<file path="src/rtl/pcie_req_tlp_encoder.sv">
// Request TLP encoder: turns one latched config/message request into an RQ
// descriptor (+ optional payload DW) spread over 64/128/256-bit beats.
module pcie_req_tlp_encoder #(
    parameter logic [15:0] REQUESTER_ID        = 16'h10EE,
    parameter logic [7:0]  LOCAL_BUS           = 8'h01,
    parameter int          C_DATA_WIDTH        = 128,
    parameter int          KEEP_WIDTH          = C_DATA_WIDTH / 32,
    parameter int          AXI4_RQ_TUSER_WIDTH = 62
) (
    input  logic                           user_clk,
    input  logic                           reset_n,
    input  logic                           pg_s_axis_rq_tready,
    output logic [C_DATA_WIDTH-1:0]        pg_s_axis_rq_tdata,
    output logic [KEEP_WIDTH-1:0]          pg_s_axis_rq_tkeep,
    output logic [AXI4_RQ_TUSER_WIDTH-1:0] pg_s_axis_rq_tuser,
    output logic                           pg_s_axis_rq_tlast,
    output logic                           pg_s_axis_rq_tvalid,
    input  logic                           req_valid,
    output logic                           req_ready,
    input  logic [1:0]                     req_type,
    input  logic [7:0]                     req_bus,
    input  logic [4:0]                     req_dev,
    input  logic [2:0]                     req_func,
    input  logic [9:0]                     req_reg_num,
    input  logic [3:0]                     req_1dw_be,
    input  logic [2:0]                     req_msg_routing,
    input  logic [7:0]                     req_msg_code,
    input  logic [31:0]                    req_data,
    output logic                           req_done,
    output logic [7:0]                     req_done_tag,
    output logic [1:0]                     o_dbg_state
);

    generate
        if (!(C_DATA_WIDTH == 64 || C_DATA_WIDTH == 128 || C_DATA_WIDTH == 256)) begin : g_bad_width
            $error("pcie_req_tlp_encoder: C_DATA_WIDTH must be 64, 128 or 256");
        end
    endgenerate

    localparam int DPB      = C_DATA_WIDTH / 32;
    localparam int NB_NOPAY = (4 + DPB - 1) / DPB;
    localparam int NB_PAY   = (5 + DPB - 1) / DPB;
    localparam int TLP_W    = NB_PAY * C_DATA_WIDTH;

    typedef enum logic [1:0] {
        S_IDLE = 2'd0,
        S_BEAT = 2'd1,
        S_DONE = 2'd2
    } state_t;

    // Handshakes: req_valid/req_ready transfer a request on a rising edge where
    // both are high; tvalid/tready transfer a beat likewise, and every RQ output
    // is held unchanged while tvalid is high and tready is low.

    state_t                         r_state;
    state_t                         w_state_nxt;
    logic [TLP_W-1:0]               r_tlp;
    logic [AXI4_RQ_TUSER_WIDTH-1:0] r_tuser;
    logic [2:0]                     r_ndw;
    logic [1:0]                     r_beat;
    logic [1:0]                     r_last_beat;
    logic                           r_is_cfg;
    logic [7:0]                     r_tag;
    logic [7:0]                     r_tag_ctr;
    logic [3:0]                     r_seq_ctr;

    logic                           w_is_cfg;
    logic                           w_has_pay;
    logic [3:0]                     w_tlp_type;
    logic [10:0]                    w_len;
    logic [TLP_W-1:0]               w_tlp;
    logic [AXI4_RQ_TUSER_WIDTH-1:0] w_tuser;
    logic [C_DATA_WIDTH-1:0]        w_beat_data;
    logic [KEEP_WIDTH-1:0]          w_keep;
    logic                           w_in_beat;

    assign w_is_cfg  = ~req_type[1];
    assign w_has_pay = req_type[0];

    // Descriptor and first-beat sideband are assembled straight from the inputs
    // so the whole packet can be captured in the accept cycle.
    always_comb begin
        w_tlp_type = 4'b1100;
        if (w_is_cfg) begin
            w_tlp_type = {2'b10, req_type[0], (req_bus != LOCAL_BUS)};
        end
        w_len = (w_is_cfg || w_has_pay) ? 11'd1 : 11'd0;

        w_tlp = '0;
        if (w_is_cfg) begin
            w_tlp[31:0]   = {20'b0, req_reg_num, 2'b00};
            w_tlp[127:96] = {8'h00, req_bus, req_dev, req_func, r_tag_ctr};
        end else begin
            w_tlp[127:96] = {8'h00, 5'b0, req_msg_routing, req_msg_code, 8'h00};
        end
        w_tlp[95:64] = {REQUESTER_ID, 1'b0, w_tlp_type, w_len};
        if (w_has_pay) begin
            w_tlp[159:128] = req_data;
        end

        w_tuser = '0;
        if (w_is_cfg) begin
            w_tuser[3:0] = req_1dw_be;
        end
        w_tuser[27:24] = r_seq_ctr;
    end

    always_ff @(posedge user_clk or negedge reset_n) begin
        if (!reset_n) begin
            r_state     <= S_IDLE;
            r_tlp       <= '0;
            r_tuser     <= '0;
            r_ndw       <= '0;
            r_beat      <= '0;
            r_last_beat <= '0;
            r_is_cfg    <= 1'b0;
            r_tag       <= '0;
            r_tag_ctr   <= '0;
            r_seq_ctr   <= '0;
        end else begin
            r_state <= w_state_nxt;
            case (r_state)
                S_IDLE: begin
                    if (req_valid) begin
                        r_tlp       <= w_tlp;
                        r_tuser     <= w_tuser;
                        r_ndw       <= w_has_pay ? 3'd5 : 3'd4;
                        r_last_beat <= w_has_pay ? 2'(NB_PAY - 1) : 2'(NB_NOPAY - 1);
                        r_beat      <= '0;
                        r_is_cfg    <= w_is_cfg;
                        r_tag       <= w_is_cfg ? r_tag_ctr : 8'h00;
                    end
                end
                S_BEAT: begin
                    if (pg_s_axis_rq_tready && (r_beat != r_last_beat)) begin
                        r_beat <= r_beat + 2'd1;
                    end
                end
                S_DONE: begin
                    // Only non-posted requests consume a tag.
                    if (r_is_cfg) begin
                        r_tag_ctr <= r_tag_ctr + 8'd1;
                    end
                    r_seq_ctr <= r_seq_ctr + 4'd1;
                end
                default: ;
            endcase
        end
    end

    always_comb begin
        w_state_nxt = r_state;
        req_ready   = 1'b0;
        req_done    = 1'b0;
        case (r_state)
            S_IDLE: begin
                req_ready = 1'b1;
                if (req_valid) begin
                    w_state_nxt = S_BEAT;
                end
            end
            S_BEAT: begin
                if (pg_s_axis_rq_tready && (r_beat == r_last_beat)) begin
                    w_state_nxt = S_DONE;
                end
            end
            S_DONE: begin
                req_done    = 1'b1;
                w_state_nxt = S_IDLE;
            end
            default: w_state_nxt = S_IDLE;
        endcase
    end

    always_comb begin
        w_beat_data = '0;
        for (int b = 0; b < NB_PAY; b++) begin
            if (r_beat == 2'(b)) begin
                w_beat_data = r_tlp[b*C_DATA_WIDTH +: C_DATA_WIDTH];
            end
        end
    end

    always_comb begin
        w_keep = '0;
        for (int k = 0; k < KEEP_WIDTH; k++) begin
            w_keep[k] = ((int'(r_beat) * DPB + k) < int'(r_ndw));
        end
    end

    // All stream outputs derive from registered state, so an asynchronous
    // reset clears them immediately.
    assign w_in_beat           = (r_state == S_BEAT);
    assign pg_s_axis_rq_tvalid = w_in_beat;
    assign pg_s_axis_rq_tdata  = w_in_beat ? w_beat_data : '0;
    assign pg_s_axis_rq_tkeep  = w_in_beat ? w_keep : '0;
    assign pg_s_axis_rq_tlast  = w_in_beat && (r_beat == r_last_beat);
    assign pg_s_axis_rq_tuser  = (w_in_beat && (r_beat == 2'd0)) ? r_tuser : '0;
    assign req_done_tag        = (r_state == S_DONE) ? r_tag : 8'h00;
    assign o_dbg_state         = r_state;

endmodule
</file>
<file path="config.mk">
export PLATFORM = sky130hd
export DESIGN_NAME = pcie_req_tlp_encoder
export DESIGN_NICKNAME = d
export VERILOG_FILES = /design/src/rtl/pcie_req_tlp_encoder.sv
export SDC_FILE = /design/constraint.sdc
export NUM_CORES = 1
export LEC_CHECK = 0
export CORE_UTILIZATION = 30
export CTS_CLUSTER_DIAMETER = 30
export DETAILED_ROUTE_END_ITERATION = 7
export GPL_ROUTABILITY_DRIVEN = 1
export PLACE_DENSITY = 0.61
export RECOVER_POWER = 50
export SLEW_MARGIN = 20
export SYNTH_ARGS = -nofsm -noshare
export SYNTH_HDL_FRONTEND = slang
export SYNTH_SLANG_ARGS = --single-unit
</file>
<file path="constraint.sdc">
create_clock -name user_clk -period 3.67 [get_ports user_clk]
set_input_delay 0.734 -clock user_clk [delete_from_list [all_inputs] [get_ports user_clk]]
set_output_delay 0.734 -clock user_clk [all_outputs]
set_load 0.02 [all_outputs]
</file>
==> metrics, run 1 <==
status finished with violations; failing checks DRC, capacitance limit, slew limit; CP max FO 21; Worst-path clk slew 0.07 ns; design area 0.00735 sq mm; first-pass GRT wire length 21.8 mm; Post-CTS Resized 0; Tcrit/Tclk final 92.1%; vias in the first global route 3993; worst hold start r_tlp[76]; clock sinks 97; Bufs on Longest Clock Path 2; Site Rows 49; Die W 139 um; pwr dens 697 mW/mm^2; switching share of power 40.5%; maximum vdd ir drop 253 uV; ys flop type dfrtp_1; nets 854; post-synthesis sequential area ratio 43.2%; final WL 13.6 mm; DR vias 4151; synthesized flop and latch total 97; Final Instance Count excl. Fillers 1004; area grow syn2layout 30.9%; worst skew pair latency 0.35 ns; Max Fclk 296 MHz; Post-Syn Area 0.00562 sq mm; Pwr Total 5.13 mW; Die H 139 um; Crit. End Element output port; htree depth 3; cts hold-fix bufs 0; ANT nets after route 0; die area 0.0193 sq mm; worst min path class flop to flop; minimum clock period 3.38 ns; reg2reg path depth 4; Num CTS Buffers 9; CTS tree done; Clock Tree Root clkbuf_16; Layout Utilization 40.5%; total of max-cap violations 2; share of cells above drive strength 1 4.01%; Slew headroom -65.8%; hold depth 2; DRC viols 90; total core area 0.0181 sq mm; Avg Cell Area, Syn 9.05 sq um; Arr. time, crit path 2.65 ns; Max Slew Vio Count 110; pin count of the biggest net entering global routing 67; final hold vios 0; drt pass-1 iters 7; Hold Path End r_tlp[76]; DP HPWL 9.86 mm; slew of the pin with the lowest slew margin 2.49 ns; Placed Cells incl. Taps 987; part of the power in the clock network 19.4%; Reg power frac 35.0%; starting density of the core 31.0%; worst reg2reg path startpoint o_dbg_state[0]; final setup TNS 0 ns; final setup fails 0; grt total ovfl 0; asr flop ratio synth 100%; EDFF count, synth 0; RSZ-0062 raised after global routing no; Yosys cell types 39; FF-to-FF setup slack 0.58 ns; routability cong. 0.745; # Post-CTS Setup Buffers 0; Setup crit start kind flop; R2R Path End r_beat[0]; CP startpoint r_beat[1]; Synth Instances 621; Top Ports 287; initial antenna violation count 0; drt via density 4.13; port bufs 172; Detailed Route Iter0 Violations 198; global router's overall resource usage 14.4%; drt wl/cell 13.6 um; cell-internal power 3.05 mW; combinational share of power 45.6%; required time worst endpoint 2.94 ns; cell area after placement 0.00707 sq mm; P_sw 2.08 mW; Ys Warns 0; Setup CP Type flop to output port; worst clock skew 0.00540 ns; Leak Pwr 3.44 nW
-- sequential cells by signal (all words and copies together) (netlist names) --
register and flops:
r_is_cfg 1, r_beat 2, r_tuser 8, o_dbg_state 2
r_ndw 1, r_seq_ctr 4, r_tag_ctr 8, r_tag 7
r_tlp 64
-- layout by cell type, fill, tap and decap left out, types with 3 or more instances in the layout --
cell             Yosys  layout
nand2b_1            27      27
and2_1              38      38
and3_1              31      31
a22o_1              11      11
inv_1                7       7
mux2_1               0       6
nand2_1            110     110
clkdlybuf4s50_1      0     169
clkbuf_16            0       9
xor2_1               6       6
conb_1               1     114
buf_4              123       8
nor3_1               5       5
ha_1                 6       5
nor2_1               4       4
xnor2_1              5       5
clkinv_4             0       3
o21ai_0             47      61
o21ai_1             25      11
clkbuf_1            28       3
dfrtp_1             97      97
mux2i_1             11      11
-- power groups by stage --
| stage | sequential (mW) | clock, mW | combinational [mW] |
|---|---|---|---|
| finish | 1.79 | 0.994 | 2.34 |
| global placement | 1.80 | 0 | 2.39 |
| global route | 1.86 | 1.06 | 2.57 |
| detailed placement | 1.82 | 0 | 2.41 |
| CTS | 1.80 | 1.03 | 2.42 |
| floorplan | 1.74 | 0 | 1.62 |
-- metal layers --
layer | GRT usage (%) | wire length, um
met3 | 4.11 | 792
met4 | 4.21 | 193
met2 | 23.2 | 6530
met1 | 18.9 | 6100
met5 | 0 | 0
-- layout make-up --
class	instances	area (sq um)
Clock buffer	9	225
Multi-Input combinational cell	470	2480
Sequential cell	97	2430
Antenna cell	1	2.50
Timing Repair Buffer	184	1820
Inverter	7	26.3
Fill cell	1848	10800
Tap cell	229	287
Clock inverter	7	87.6
-- worst max path at each step --
stage,cells past startpoint,to
after floorplan,7,pg_s_axis_rq_tdata[81]
after global placement,6,pg_s_axis_rq_tdata[81]
after detailed placement,6,pg_s_axis_rq_tdata[85]
after CTS,6,pg_s_axis_rq_tdata[85]
after global routing,6,pg_s_axis_rq_tdata[86]
final,6,pg_s_axis_rq_tdata[86]
-- through the flow --
stage | setup slack [ns] | hold WS (ns)
2_1_floorplan | 1.05 | 0.438
3_3_place_gp | 0.674 | 0.455
4_1_cts | 0.161 | 0.389
5_1_grt | 0.0704 | 0.498
6_report | 0.291 | 0.472
3_5_place_dp | 0.555 | 0.462
-- critical path, stage by stage, from the launching register on --
cell	delay [ns]
dfrtp_1	0.46
inv_1	0.14
ha_2	0.27
nor3b_4	0.21
buf_4	0.25
and2_1	0.31
clkdlybuf4s50_1	0.66
-- synth_stat cells (2+ instances only) --
| cell | n | share of area [%] |
|---|---|---|
| and3_1 | 31 | 3.5 |
| and2_1 | 38 | 4.2 |
| nand3b_1 | 2 | 0.27 |
| mux2i_1 | 11 | 2.0 |
| xnor2_1 | 5 | 0.78 |
| dfrtp_1 | 97 | 43 |
| nand2b_1 | 27 | 3.0 |
| nor2b_1 | 2 | 0.22 |
| xor2_1 | 6 | 0.94 |
| mux2_2 | 2 | 0.40 |
| o21ai_0 | 47 | 4.2 |
| nor3_1 | 5 | 0.45 |
| nand4_1 | 2 | 0.22 |
| nand2_1 | 110 | 7.3 |
| buf_2 | 5 | 0.45 |
| clkbuf_1 | 28 | 1.9 |
| o31ai_1 | 2 | 0.27 |
| buf_4 | 123 | 16 |
| mux2_4 | 6 | 1.6 |
| buf_6 | 3 | 0.60 |
| o21ai_1 | 25 | 2.2 |
| nor4_1 | 2 | 0.22 |
| a22o_1 | 11 | 1.7 |
| ha_1 | 6 | 1.3 |
| nand3_1 | 2 | 0.18 |
| inv_1 | 7 | 0.47 |
| nor2_1 | 4 | 0.27 |
-- cell families after synthesis --
logic type | Yosys count | synth area share, %
simple gates | 230 | 20.7
buf+inv | 167 | 19.9
flops | 97 | 43.2
compound gates | 90 | 9.06
mux | 19 | 3.96
xor+xnor | 11 | 1.71
fa+ha+maj | 6 | 1.34
other cells | 1 | 0.0668
Note: power is estimated with default switching activity, not from simulation.
==> inputs of run 2 (changes only) <==
--- a/config.mk
+++ b/config.mk
@@ -5,6 +5,7 @@
 export SDC_FILE = /design/constraint.sdc
 export NUM_CORES = 1
 export LEC_CHECK = 0
+export CORE_MARGIN = 10
 export CORE_UTILIZATION = 30
 export CTS_CLUSTER_DIAMETER = 30
 export DETAILED_ROUTE_END_ITERATION = 7
==> run 2 against run 1 <==
Effect of this change:
- the run ends with capacitance limit, slew limit left
- global-route usage down 1.9 points
- maximum frequency down 1.4%
- worst setup slack worse by 0.049 ns
- combinational power about the same
- register-to-register slack better by 0.42 ns
- utilization down 0.24 points
- hold slack worse by 0.0032 ns
- largest power group unchanged
==> metrics, run 2 (same netlist as run 1, synthesis figures left out) <==
final setup fails 0 (unchanged); biggest regs r_tlp: 64 flops, r_tag_ctr: 8 flops, r_tuser: 8 flops (unchanged); Slew headroom -83.3% (was -65.8%); CP max FO 38 (was 21); Site Rows 49 (unchanged); critical path depth 6 (unchanged); Clock Tree Root clkbuf_16 (unchanged); Arr. time, crit path 2.69 ns (was 2.65 ns); Tcrit/Tclk final 93.4% (was 92.1%); htree depth 3 (unchanged); slew of the pin with the lowest slew margin 2.75 ns (was 2.49 ns); vias in the first global route 4268 (was 3993); max reg flops 64 (unchanged); Setup CP Type flop to output port (unchanged); first-pass GRT wire length 24.3 mm (was 21.8 mm); total core area 0.0182 sq mm (was 0.0181 sq mm); share of cells above drive strength 1 4.41% (was 4.01%); Bufs on Longest Clock Path 2 (unchanged); Num CTS Buffers 9 (unchanged); drt pass-1 iters 4 (was 7); total of max-cap violations 2 (unchanged); CP peak stage delay 0.62 ns (was 0.66 ns); # Post-CTS Setup Buffers 0 (unchanged); Worst-path clk slew 0.06 ns (was 0.07 ns); grt total ovfl 0 (unchanged); maximum vdd ir drop 257 uV (was 253 uV); area grow syn2layout 30.6% (was 30.9%); reg2reg path depth 4 (unchanged); Crit. End Element output port (unchanged); Layout Utilization 40.3% (was 40.5%); pin count of the biggest net entering global routing 80 (was 67); hold depth 2 (unchanged); pwr dens 695 mW/mm^2 (was 697 mW/mm^2); final WL 16.2 mm (was 13.6 mm); clock sinks 97 (unchanged); nets 853 (was 854); worst skew pair latency 0.34 ns (was 0.35 ns); Pwr Total 5.10 mW (was 5.13 mW); Buffers & Inverters on Critical Path 3 (unchanged); R2R Path End r_tlp[156] (was r_beat[0]); final hold vios 0 (unchanged); most frequent cells in the layout clkdlybuf4s50_1 (168), conb_1 (114), nand2_1 (110) (was clkdlybuf4s50_1 (169), conb_1 (114), nand2_1 (110)); routability cong. 0.772 (was 0.745); port bufs 172 (unchanged); worst hold start r_tlp[64] (was r_tlp[76]); FF-to-FF setup slack 1.00 ns (was 0.58 ns); status finished with violations (unchanged); worst reg2reg path startpoint o_dbg_state[0] (unchanged); Leak Pwr 3.44 nW (about the same); failing checks capacitance limit, slew limit (was DRC, capacitance limit, slew limit); Crit path max-delay family buffers and inverters (unchanged); required time worst endpoint 2.94 ns (about the same); Max Slew Vio Count 127 (was 110); die area 0.0246 sq mm (was 0.0193 sq mm); Setup crit start kind flop (unchanged); Die W 157 um (was 139 um); minimum clock period 3.43 ns (was 3.38 ns); most common cell after layout, fill and taps aside clkdlybuf4s50_1 (unchanged); worst-path cell chain inv_1 -> ha_1 -> nor3b_4 -> buf_4 -> a22o_1 -> clkdlybuf4s50_1 (was inv_1 -> ha_2 -> nor3b_4 -> buf_4 -> and2_1 -> clkdlybuf4s50_1); cts hold-fix bufs 0 (unchanged); ANT nets after route 0 (unchanged); CTS tree done (unchanged); final setup TNS 0 ns (unchanged); drt wl/cell 16.2 um (was 13.6 um); Detailed Route Iter0 Violations 143 (was 198); starting density of the core 30.9% (was 31.0%); critical path's slowest cell clkdlybuf4s50_1 (unchanged); drt via density 4.16 (was 4.13); DRC viols 0 (was 90); Die H 157 um (was 139 um); global router's overall resource usage 12.5% (was 14.4%); worst clock skew 0.00515 ns (was 0.00540 ns); Post-CTS Resized 0 (unchanged); n_diodes 0 (was 1); Max Fclk 292 MHz (was 296 MHz); worst min path class flop to flop (unchanged); DR vias 4163 (was 4151); Top reg by flops r_tlp (unchanged); initial antenna violation count 0 (unchanged); Top Ports 287 (unchanged); Hold Path End r_tlp[64] (was r_tlp[76]); RSZ-0062 raised after global routing no (unchanged); DP HPWL 12.4 mm (was 9.86 mm)
-- run 2: power by group --
part           switching (mW)  internal, mW  leakage (nW)
registers               0.280          1.52          1.26
clock network           0.407         0.521         0.133
logic                    1.37         0.998          2.05
-- run 2: area by class of cell --
cell class                      count  area (sq um)
Tap cell                          229           287
Timing Repair Buffer              183          1810
Multi-Input combinational cell    470          2500
Inverter                            7          26.3
Sequential cell                    97          2430
Clock buffer                        9           225
Fill cell                        1877         10900
Clock inverter                      5          58.8
-- run 2: worst max path at each step --
stage	end	slack (ns)	from
2_1_floorplan	pg_s_axis_rq_tdata[81]	1.05	r_beat[1]
3_5_place_dp	pg_s_axis_rq_tdata[8]	0.58	r_beat[1]
3_3_place_gp	pg_s_axis_rq_tdata[8]	0.65	r_beat[1]
6_report	pg_s_axis_rq_tdata[11]	0.24	r_beat[1]
4_1_cts	pg_s_axis_rq_tdata[8]	0.18	r_beat[1]
5_1_grt	pg_s_axis_rq_tdata[6]	0.01	r_beat[1]
-- run 2: tightest hold or removal path, cell delays in order (launching register included) --
cell and delay, ns:
dfrtp_1 0.33, nand2_1 0.04, o21ai_0 0.06
-- run 2: metrics by stage --
| stage | setup slack, ns | hold WS (ns) | instance area [sq um] | std cells |
|---|---|---|---|---|
| finish | 0.242 | 0.469 | 7330 | 1000 |
| global route | 0.0102 | 0.495 | 7330 | 1000 |
| global placement | 0.646 | 0.454 | 7060 | 986 |
| detailed placement | 0.575 | 0.463 | 7060 | 986 |
| CTS | 0.182 | 0.441 | 7350 | 1000 |
| floorplan | 1.05 | 0.438 | 6040 | 734 |
-- run 2: per-layer routing --
metal / part of all wire, % / track usage [%]
met3: 6.9 / 3.29
met1: 42 / 14.9
met4: 1.6 / 4.85
met5: 0 / 0
met2: 49 / 21.2
==> inputs of run 3 (changes only) <==
==> constraint.sdc (replaced) <==
create_clock -name user_clk -period 3.45 [get_ports user_clk]
set_input_delay 0.69 -clock user_clk [delete_from_list [all_inputs] [get_ports user_clk]]
set_output_delay 0.69 -clock user_clk [all_outputs]
set_load 0.02 [all_outputs]
==> run 3 against run 2 <==
Effect of this change:
- the run still ends with capacitance limit, slew limit left
- sequential cell count is the same
- clock-buffer cell count grew 2
- clock skew grew 0.0035 ns
- routed wire length grew 2.1%
- non-clock buffer count grew 3
- sequential share of layout area shrank 0.31 points
- via count grew 0.36%
- total power grew 10%
- largest cell class unchanged
- critical path depth is the same
- cell count grew 0.40%
- global-route usage grew 0.37 points
==> metrics, run 3 (same netlist as run 1, synthesis figures left out) <==
status finished with violations (unchanged); failing checks capacitance limit, slew limit (unchanged); routability cong. 0.776 (was 0.772); final setup TNS 0 ns (unchanged); worst hold start r_tlp[149] (was r_tlp[64]); Slew headroom -84.1% (was -83.3%); biggest regs r_tlp: 64 flops, r_tag_ctr: 8 flops, r_tuser: 8 flops (unchanged); drt via density 4.16 (about the same); final WL 16.5 mm (was 16.2 mm); initial antenna violation count 1 (was 0); Arr. time, crit path 2.56 ns (was 2.69 ns); htree depth 3 (unchanged); Crit. End Element output port (unchanged); worst-path cell chain inv_1 -> ha_1 -> nor3b_4 -> buf_4 -> and2_1 -> clkdlybuf4s50_1 (was inv_1 -> ha_1 -> nor3b_4 -> buf_4 -> a22o_1 -> clkdlybuf4s50_1); DP HPWL 12.6 mm (was 12.4 mm); Top reg by flops r_tlp (unchanged); Bufs on Longest Clock Path 2 (unchanged); met3 GRT Util 4.08% (was 3.29%); area grow syn2layout 31.8% (was 30.6%); FF-to-FF setup slack 0.70 ns (was 1.00 ns); CTS tree done (unchanged); most frequent cells in the layout clkdlybuf4s50_1 (168), conb_1 (114), nand2_1 (110) (unchanged); critical path's slowest cell clkdlybuf4s50_1 (unchanged); Placed Cells incl. Taps 989 (was 986); nets 856 (was 853); Top Ports 287 (unchanged); share of cells above drive strength 1 4.13% (was 4.41%); minimum clock period 3.25 ns; combinational share of power 44.8% (was 46.4%); reg2reg path depth 4 (unchanged); grt total ovfl 0 (unchanged); total of max-cap violations 2 (unchanged); Setup crit start kind flop (unchanged); RSZ-0062 raised after global routing no (unchanged); Reg power frac 33.9% (was 35.4%); Setup CP Type flop to output port (unchanged); R2R Path End r_tag[3] (was r_tlp[156]); Num CTS Buffers 9 (unchanged); drt pass-1 iters 4 (unchanged); pwr dens 761 mW/mm^2 (was 695 mW/mm^2); n_diodes 0 (unchanged); # Post-CTS Setup Buffers 0 (unchanged); clock sinks 97 (unchanged); FILL cells 1850 (was 1877); CP max FO 11 (was 38); cell-internal power 3.42 mW (was 3.04 mW); worst reg2reg path startpoint o_dbg_state[1] (was o_dbg_state[0]); drt wl/cell 16.4 um (was 16.2 um); final setup fails 0 (unchanged); Final Instance Count excl. Fillers 1004 (was 1000); starting density of the core 30.9% (unchanged); final hold vios 0 (unchanged); met2 Resource Use GR 21.7% (was 21.2%); die area 0.0246 sq mm (unchanged); Max Slew Vio Count 92 (was 127); total core area 0.0182 sq mm (unchanged); Die W 157 um (unchanged); Clock Tree Root clkbuf_16 (unchanged); required time worst endpoint 2.76 ns (was 2.94 ns); Site Rows 49 (unchanged); switching share of power 39.3% (was 40.3%); Die H 157 um (unchanged); port bufs 172 (unchanged); most common cell after layout, fill and taps aside clkdlybuf4s50_1 (unchanged); Max Fclk 307 MHz; ANT nets after route 0 (unchanged); Post-CTS Resized 0 (unchanged); Hold Path End r_tlp[149] (was r_tlp[64]); first-pass GRT wire length 24.9 mm (was 24.3 mm); worst skew pair latency 0.35 ns (was 0.34 ns); hold depth 2 (unchanged); worst min path class flop to flop (unchanged); pin count of the biggest net entering global routing 69 (was 80); routing usage on met1 15.1% (was 14.9%); max reg flops 64 (unchanged); cts hold-fix bufs 0 (unchanged); Pwr Total 5.63 mW (was 5.10 mW); slew of the pin with the lowest slew margin 2.76 ns (was 2.75 ns); GRT busiest layer met2 (unchanged); DRC viols 0 (unchanged); Leak Pwr 3.47 nW (was 3.44 nW); CP peak stage delay 0.67 ns (was 0.62 ns); global router's overall resource usage 12.9% (was 12.5%); part of the power in the clock network 21.2% (was 18.2%); worst clock skew 0.00862 ns (was 0.00515 ns); DR vias 4178 (was 4163); vias in the first global route 4434 (was 4268); Detailed Route Iter0 Violations 181 (was 143); Worst-path clk slew 0.06 ns (about the same); Tcrit/Tclk final 94.3%; maximum vdd ir drop 239 uV (was 257 uV); P_sw 2.21 mW (was 2.06 mW)
==> run 3: cell types whose count changed in the layout (fill, tap and decap cells not counted), sizes merged <==
cell and delta:
clkinv -2, clkinvlp -2, inv +1, buf +3, bufinv +2, clkbuf +2
==> run 3: final cells by class <==
type / count / area (sq um) / area share [%]
Multi-Input combinational cell: 470 / 2480 / 33.5
Tap cell: 229 / 287 / 3.87
Clock buffer: 11 / 253 / 3.41
Inverter: 7 / 26.3 / 0.355
Timing Repair Buffer: 186 / 1830 / 24.8
Sequential cell: 97 / 2430 / 32.8
Clock inverter: 4 / 98.8 / 1.34
==> run 3: layer usage <==
metal  wire length [um]  vias to the layer above
met5                 13                        -
met4                230                        2
met3               1330                       17
met2               8060                      149
met1               6870                     1928
li1                   -                     2082
==> run 3: power groups by stage <==
| stage | Combinational (mW) | Sequential [mW] | Clock [mW] |
|---|---|---|---|
| finish | 2.53 | 1.91 | 1.20 |
| global route | 2.79 | 1.99 | 1.28 |
| CTS | 2.63 | 1.92 | 1.23 |
| detailed placement | 2.62 | 1.94 | 0 |
| global placement | 2.59 | 1.93 | 0 |
| floorplan | 1.72 | 1.85 | 0 |
==> run 3: worst max-delay path by stage <==
stage,depth (start not counted),from,end
after floorplan,7,r_beat[1],pg_s_axis_rq_tdata[81]
after global placement,6,r_beat[1],pg_s_axis_rq_tdata[9]
after detailed placement,6,r_beat[1],pg_s_axis_rq_tdata[9]
after CTS,6,r_beat[1],pg_s_axis_rq_tdata[9]
after global routing,6,r_beat[1],pg_s_axis_rq_tdata[78]
final,6,r_beat[1],pg_s_axis_rq_tdata[78]
==> run 3: worst max-delay path, delay by kind of cell, from the launching register on <==
| kind | cells | cell delay, ns |
|---|---|---|
| buffers and inverters | 3 | 1.01 |
| AND/OR/NAND/NOR | 2 | 0.51 |
| flip-flops | 1 | 0.47 |
| adder cells (fa/ha/maj) | 1 | 0.24 |
==> run 3: through the flow <==
| step | utilization, % | area [sq um] | worst slack [ns] | hold WS (ns) |
|---|---|---|---|---|
| after floorplan | - | 6040 | 0.875 | 0.394 |
| after global placement | 38.9 | 7090 | 0.539 | 0.453 |
| after detailed placement | 38.9 | 7090 | 0.500 | 0.463 |
| after CTS | 40.9 | 7440 | 0.0859 | 0.389 |
| after global routing | 40.7 | 7400 | 0.0235 | 0.494 |
| final | 40.7 | 7400 | 0.195 | 0.471 |
